`config.mk`:
```
export PLATFORM = sky130hd
export DESIGN_NAME = addsub_arbiter
export DESIGN_NICKNAME = d
export VERILOG_FILES = /design/src/rtl/addsub_pkg.sv /design/src/rtl/adder_substractor.sv /design/src/rtl/addsub_arbiter.sv
export SDC_FILE = /design/constraint.sdc
export NUM_CORES = 1
export LEC_CHECK = 0
export BUFFER_PORTS_ARGS = -buffer_cell sky130_fd_sc_hd__buf_2
export CORE_MARGIN = 3
export CORE_UTILIZATION = 44
export DETAILED_ROUTE_END_ITERATION = 12
export PLACE_DENSITY_LB_ADDON = 0.25
export SKIP_LAST_GASP = 1
export SYNTH_ARGS = -nofsm -noshare
export SYNTH_HDL_FRONTEND = slang
export SYNTH_SLANG_ARGS = --single-unit
```
`constraint.sdc`:
```
create_clock -name clk -period 1.6 [get_ports clk]
set_input_delay 0.32 -clock clk [delete_from_list [all_inputs] [get_ports clk]]
set_output_delay 0.32 -clock clk [all_outputs]
set_load 0.01 [all_outputs]
```
`src/rtl/addsub_pkg.sv`:
```
// Shared FSM state encoding and op-select constants for the add/sub arbiter slice.
// Latency: none (types and constants only).
// Backpressure: n/a.
package addsub_pkg;

    typedef enum logic [1:0] {
        ST_IDLE = 2'd0,
        ST_EXEC = 2'd1,
        ST_RESP = 2'd2
    } state_t;

    localparam logic OP_ADD = 1'b0;
    localparam logic OP_SUB = 1'b1;

endpackage

```
`src/rtl/adder_substractor.sv`:
```
// Purpose: combinational n-bit add/sub, f = x + (y ^ {n{s}}) + s, with carry and signed overflow.
// Latency: 0 cycles (pure combinational).
// Backpressure: none; output follows inputs.
module adder_substractor
    import addsub_pkg::*;
#(
    parameter int n = 4
) (
    input  logic [n-1:0] x,
    input  logic [n-1:0] y,
    input  logic         s,
    output logic [n-1:0] f,
    output logic         cout,
    output logic         ov
);

    logic [n-1:0] yx;
    logic [n:0]   sum;

    assign yx   = (s == OP_ADD) ? y : ~y;
    assign sum  = {1'b0, x} + {1'b0, yx} + {{n{1'b0}}, s};
    assign f    = sum[n-1:0];
    assign cout = sum[n];
    // Same-sign operands producing an opposite-sign result is a signed overflow.
    assign ov   = (x[n-1] == yx[n-1]) && (f[n-1] != x[n-1]);

endmodule

```
`src/rtl/addsub_arbiter.sv`:
```
// Purpose: round-robin share of one adder_substractor among NREQ requesters; ADDSUB_ARB_SAT_EN enables saturation.
// Latency: req sampled at edge k -> gnt pulse after k -> done/result after k+1; one op per 3 cycles.
// Backpressure: requesters hold req/operands until gnt; losers simply wait, a dropped req is withdrawn.
module addsub_arbiter
    import addsub_pkg::*;
#(
    parameter int n    = 4,
    parameter int NREQ = 4
) (
    input  logic              clk,
    input  logic              rst,
    input  logic [NREQ-1:0]   req,
    input  logic [NREQ*n-1:0] x_in,
    input  logic [NREQ*n-1:0] y_in,
    input  logic [NREQ-1:0]   s_in,
    output logic [NREQ-1:0]   gnt,
    output logic [NREQ-1:0]   done,
    output logic [n-1:0]      f_out,
    output logic              cout_out,
    output logic              ov_out,
    output logic              busy
);

    localparam int IW = (NREQ > 1) ? $clog2(NREQ) : 1;

    state_t        state;
    state_t        state_nxt;
    logic [IW-1:0] ptr;
    logic [IW-1:0] win;
    logic [n-1:0]  xr;
    logic [n-1:0]  yr;
    logic          sr;
    logic [n-1:0]  alu_f;
    logic          alu_cout;
    logic          alu_ov;
    logic [n-1:0]  f_nxt;
    logic          pick_vld;
    logic [IW-1:0] pick_idx;

    // First set request at or after the pointer, wrapping; iterate downward so the nearest wins.
    function automatic logic [IW:0] rr_pick(input logic [NREQ-1:0] r, input logic [IW-1:0] p);
        logic [IW:0] res;
        int          j;
        res = '0;
        for (int k = NREQ - 1; k >= 0; k--) begin
            j = (int'(p) + k) % NREQ;
            if (r[j]) begin
                res = {1'b1, IW'(j)};
            end
        end
        return res;
    endfunction

    assign {pick_vld, pick_idx} = rr_pick(req, ptr);

    adder_substractor #(.n(n)) u_alu (
        .x    (xr),
        .y    (yr),
        .s    (sr),
        .f    (alu_f),
        .cout (alu_cout),
        .ov   (alu_ov)
    );

`ifdef ADDSUB_ARB_SAT_EN
    always_comb begin
        f_nxt = alu_f;
        if (alu_ov) begin
            f_nxt = xr[n-1] ? {1'b1, {(n-1){1'b0}}} : {1'b0, {(n-1){1'b1}}};
        end
    end
`else
    assign f_nxt = alu_f;
`endif

    always_ff @(posedge clk or posedge rst) begin
        if (rst) begin
            state <= ST_IDLE;
        end else begin
            state <= state_nxt;
        end
    end

    always_comb begin
        state_nxt = ST_IDLE;
        case (state)
            ST_IDLE: state_nxt = pick_vld ? ST_EXEC : ST_IDLE;
            ST_EXEC: state_nxt = ST_RESP;
            ST_RESP: state_nxt = ST_IDLE;
            default: state_nxt = ST_IDLE;
        endcase
    end

    always_comb begin
        gnt  = '0;
        done = '0;
        busy = 1'b0;
        case (state)
            ST_EXEC: begin
                gnt[win] = 1'b1;
                busy     = 1'b1;
            end
            ST_RESP: begin
                done[win] = 1'b1;
                busy      = 1'b1;
            end
            default: ;
        endcase
    end

    always_ff @(posedge clk or posedge rst) begin
        if (rst) begin
            ptr <= '0;
            win <= '0;
            xr  <= '0;
            yr  <= '0;
            sr  <= 1'b0;
        end else if (state == ST_IDLE && pick_vld) begin
            xr  <= x_in[int'(pick_idx)*n +: n];
            yr  <= y_in[int'(pick_idx)*n +: n];
            sr  <= s_in[pick_idx];
            win <= pick_idx;
            ptr <= (pick_idx == IW'(NREQ - 1)) ? '0 : pick_idx + 1'b1;
        end
    end

    // Result registers hold their value until the next operation completes.
    always_ff @(posedge clk or posedge rst) begin
        if (rst) begin
            f_out    <= '0;
            cout_out <= 1'b0;
            ov_out   <= 1'b0;
        end else if (state == ST_EXEC) begin
            f_out    <= f_nxt;
            cout_out <= alu_cout;
            ov_out   <= alu_ov;
        end
    end

endmodule

```
After elaboration in Yosys (flattened, before gate mapping). Cells that the tools add are included. Widths: inputs -> output; s select.

Register bits after elaboration: 21. Bits of input ports: 42. Output and inout bits: 15. Word-level logic and storage cells: 67.

Add/subtract/negate cells: 6. $lt $le $gt $ge: 7. Eq/ne operators: 5. Shift operators: 2. Muxes and demuxes: 26. Bitwise operators: 4. Reduce and logical (&&, ||, !) cells: 8.

Operators by type and width (number): $shiftx 16x5->4 (2); $lt 3x4->1 const B (3); $mux 3 (4); $mux 4 (3); $mux 1 (11); $bmux 1 s2 (5); $lt 2x3->1 const B (3); $reduce_or 2->1 (4); $add 4x4->5 (1); $add 5x1->5 (1); $add 2x1->2 const B (2); $add 2x2->2 const B (2); $eq 2x2->1 const B (2); $not 4->4 (1); $pmux 2 s2 (1); $and 1x1->1 const A (3); $logic_and 1x1->1 (3); $demux 1 s2 (1); $eq 2x1->1 const B (1); $ge 2x1->1 const B (1); $logic_not 2->1 (1); $mux 2 (1); $eq 1x1->1 (1); $ne 1x1->1 (1).

Longest topological paths before layout.
Depth after elaboration: 12. Depth in mapped cells: 7. Depth with buffers taken out: 7.

Hierarchy. From an unflattened synthesis, not the netlist that was laid out.

Cells, all modules: 151. Area, all modules: 1591.5 µm².

By module, submodules not included: addsub_arbiter (instances 1, cells an instance 133, area an instance 1397.6 µm², seq. area each 525.5 µm²); adder_substractor (instances 1, cells an instance 18, area an instance 193.9 µm², seq. area each 0.0 µm²).

Least setup slack after synthesis. OpenSTA, ideal clock, no wires.

Path type: reg-to-reg. Start: register ptr[1]. End: register yr[0]. Setup time: 124 ps. Arrival: 1643 ps. Slack: -167 ps. Cell stages (with the launch flop): 7. Buffers on the path: 1. Cell sequence: dfrtp_1 mux2_1 o221ai_2 buf_6 mux2i_1 nor3_2 a211o_1.

Longest elaborated chain between the ends: 9.

Ends and longest elaborated chain: from (decl) (RTL line addsub_arbiter.sv:28) `logic [IW-1:0] ptr;`; from (signal assigned) (RTL line addsub_arbiter.sv:123) `ptr <= (pick_idx == IW'(NREQ - 1)) ? '0 : pick_idx + 1'b1;`; $add 2x2->2 (RTL line addsub_arbiter.sv:46) `j = (int'(p) + k) % NREQ;`; $bmux 1 s2 (RTL line addsub_arbiter.sv:47) `if (r[j]) begin`; $mux 1 (implied by the code) (2 in a row) (RTL line addsub_arbiter.sv:47); $mux 3 (3 in a row) (RTL line addsub_arbiter.sv:47); $mux 3 (*) (RTL line addsub_arbiter.sv:47); $shiftx 16x5->4 / $logic_and 1x1->1 (equally long branches) (RTL line addsub_arbiter.sv:120, addsub_arbiter.sv:118); to (signal assigned) (RTL line addsub_arbiter.sv:120) `yr <= y_in[int'(pick_idx)*n +: n];`; to (decl) (RTL line addsub_arbiter.sv:31) `logic [n-1:0] yr;`.

Mark *: on every way between the ends. The rest lies on a longest branch, timed or not. The select of a mux whose other input is x is not followed. A chain may end at the register's enable or synchronous reset.

Final worst setup path. Same ends and word-level chain as after synthesis.

==> results_dict.tcl <==
set metrics [dict create \
    yosysSeqAreaShare 0.363 \
    fin_crit_ns 1.94 \
    clk_latency_ns 0.31 \
    drc 0 \
    area_growth_pct 49.0 \
    ir_drop_v 0.00107 \
    maxCapViolCount 0 \
    cts-root-buf "clkbuf_4" \
    critPathRequiredTime_ns 1.81 \
    crit_slowest_cell "dfrtp_1" \
    die_x_um 63.4 \
    synth-edff-count 0 \
    setup_tns_ns -3.45 \
    slowest_delay_ns 0.44 \
    fin_cells 260 \
    async_reset_ff_frac 1.00 \
    hp-class "primary input to asynchronous set/reset pin" \
    vias 1364 \
    drt-total-wl_um 4040 \
    arrival_ns 2.15 \
    core_um2 3100 \
    fp.dieH_um 63.4 \
    postSynthAreaPerCell_um2 10.2 \
    fin_crit_sh 1.21 \
    h-tree-depth 1 \
    worstSetupPathType "flop to flop" \
    grt_max_degree 31 \
    yosysUniqueCellTypes 34 \
    fin_ws_ns -0.339 \
    synth.most_common_cell "dfrtp_1" \
    netlist_area_um2 1450 \
    clock.fmax_mhz 516 \
    avgRoutedWirePerCell_um 15.5 \
    syn-num-nets 192 \
    drt_iter0_drc 25 \
    yosys_most_used_dff "dfrtp_1" \
    outcome "finished, violations left" \
    grt_pass1_wl_um 5820 \
    r2r_slack_ns -0.34 \
    grt_usage 0.181 \
    slew_headroom 0.743 \
    grt_overflow_total 0 \
    antenna_found_initial 0 \
    max-clock-path-buffers 2 \
    antenna_cells 0 \
    clk_pin_slew_ns 0.12 \
    fin_util 0.695 \
    hpwlAfterDp_um 2760 \
    start_util 0.467 \
    synth_cells 142 \
    violations "setup timing" \
    drt_first_pass_iters 4 \
    io_buffers 56 \
    ios 57 \
    place_congestion 0.758 \
    ant_nets 0 \
    finClkSkew_ns 0.00104 \
    worst_setup_path_start_kind "flop" \
    finalSetupViolCount 21 \
    hold_viol 0 \
    preCtsSetupSlack_ns -0.304 \
    synth_top_area_share 0.363 \
    rows 20 \
    finalHoldWorstSlack_ns 0.0153 \
    cp-end-kind "flop" \
    p_leak_nw 1.12 \
    dp.cells 248 \
    critical_path_buf_inv_count 1 \
    slew_violations 0 \
    power.density_nw_per_um2 2110 \
    synth_area_leaders "dfrtp_1, mux2i_1, nor3_1, ha_1, a211o_1" \
    synth_commonest_cells "dfrtp_1, mux2i_1, nor3_1, a211o_1, nand2_1" \
    crit_chain "mux2_4 -> o221ai_4 -> clkbuf_16 -> mux2i_1 -> nor3_2 -> a211o_1" \
    tightest_slew_ns 0.385 \
    grt_pass1_vias 1381 \
    numCtsBuffers 3 \
    num-fill-cells 254 \
    rsz0062_at_grt "yes" \
    cts.sinks 21 \
    cts_tree "yes" \
    crit_path_max_fanout 10 \
    ys_ff_latch 21 \
    final_nets 267 \
    drive_gt1_frac 0.551 \
    dieArea_um2 4010 \
    synth_top_area_cell "dfrtp_1" \
    ys.warnings.count 0 \
    critical_path.top_delay_family "multiplexers" \
    via_per_inst 5.25 \
]
==> layer usage <==
| layer | global-route usage | wire, um | vias to the layer above |
|---|---|---|---|
| met3 | 0.0285 | 168 | 8 |
| met5 | 0 | 0 | - |
| met2 | 0.377 | 2350 | 40 |
| li1 | - | - | 660 |
| met4 | 0.0539 | 56 | 0 |
| met1 | 0.176 | 1470 | 656 |
==> cells in the final DEF (no fill, tap or decap), types with 3 or more instances in the layout <==
cell       n
a211o_1    9
mux2i_1   15
dfrtp_1   20
buf_4     15
ha_1       4
buf_6      7
ha_4       3
nor2_1     3
a21oi_2    4
inv_2      3
clkbuf_4   3
nor3_1    17
xor2_1     3
buf_2     53
nand2_1    7
inv_1      5
a21oi_1    3
==> area by class of cell <==
type,instances,area (um2),area share
well taps,44,55.1,0.0255
repair buffers,79,547,0.253
clock buffers,3,22.5,0.0104
inverters,9,36.3,0.0168
multi-input cells,103,965,0.447
clock inverters,1,5.00,0.00232
flip-flops and latches,21,527,0.244
==> registers in the layout, summed over array words and instances (netlist names), 2 cells and up <==
| register | count |
|---|---|
| f_out | 4 |
| xr | 4 |
| yr | 4 |
| ptr | 2 |
| state | 2 |
| win | 2 |
==> what timing repair did <==
action / 4_1_cts / 5_1_grt
gates cloned: 0 / 2
pin swaps: 3 / 11
hold endpoints to repair: 0 / 0
buffers inserted: 4 / 2
setup endpoints to repair: 21 / 24
resized for setup: 10 / 25
hold buffers: 0 / 0
==> worst paths after layout <==
| kind | start | end | cells past startpoint |
|---|---|---|---|
| max | ptr[1] | yr[0] | 6 |
| min | rst | f_out[0] | 3 |
| max reg2reg | ptr[1] | yr[0] | 6 |
| min reg2reg | ov_out | ov_out | 2 |
| max in group asynchronous | rst | sr | 3 |
| min in group clk | x_in[15] | xr[3] | 4 |
==> stage by stage <==
step           area (um2)  total power [mW]
3_5_place_dp         1880              3.59
5_1_grt              2160              4.86
4_1_cts              1970              4.05
3_3_place_gp         1880              3.48
6_report             2160              4.55
2_1_floorplan        1480              2.83
==> power breakdown <==
group | leakage (nW) | total, mW | internal [mW] | switching, mW
sequential | 0.254 | 1.08 | 0.803 | 0.274
combinational | 0.852 | 3.21 | 1.75 | 1.46
clock | 0.0177 | 0.267 | 0.0936 | 0.174
total | 1.12 | 4.55 | 2.64 | 1.91
==> logic make-up (layout without fill, tap and decap cells) <==
logic type | after synthesis | count (layout) | synth area share
DFF | 21 | 21 | 0.363
buffers and inverters | 18 | 92 | 0.0743
xor gates and xnor gates | 7 | 7 | 0.0424
muxes | 22 | 22 | 0.156
AOI/OAI and AO/OA | 27 | 27 | 0.154
and+or+nand+nor | 39 | 39 | 0.137
adders and majority gates | 8 | 8 | 0.0743
==> worst reg2reg max path, stage by stage, from the launching register on <==
cell	delay, ns
dfrtp_1	0.44
mux2_4	0.33
o221ai_4	0.29
clkbuf_16	0.24
mux2i_1	0.24
nor3_2	0.06
a211o_1	0.24
(Power assumes the default switching activity.)
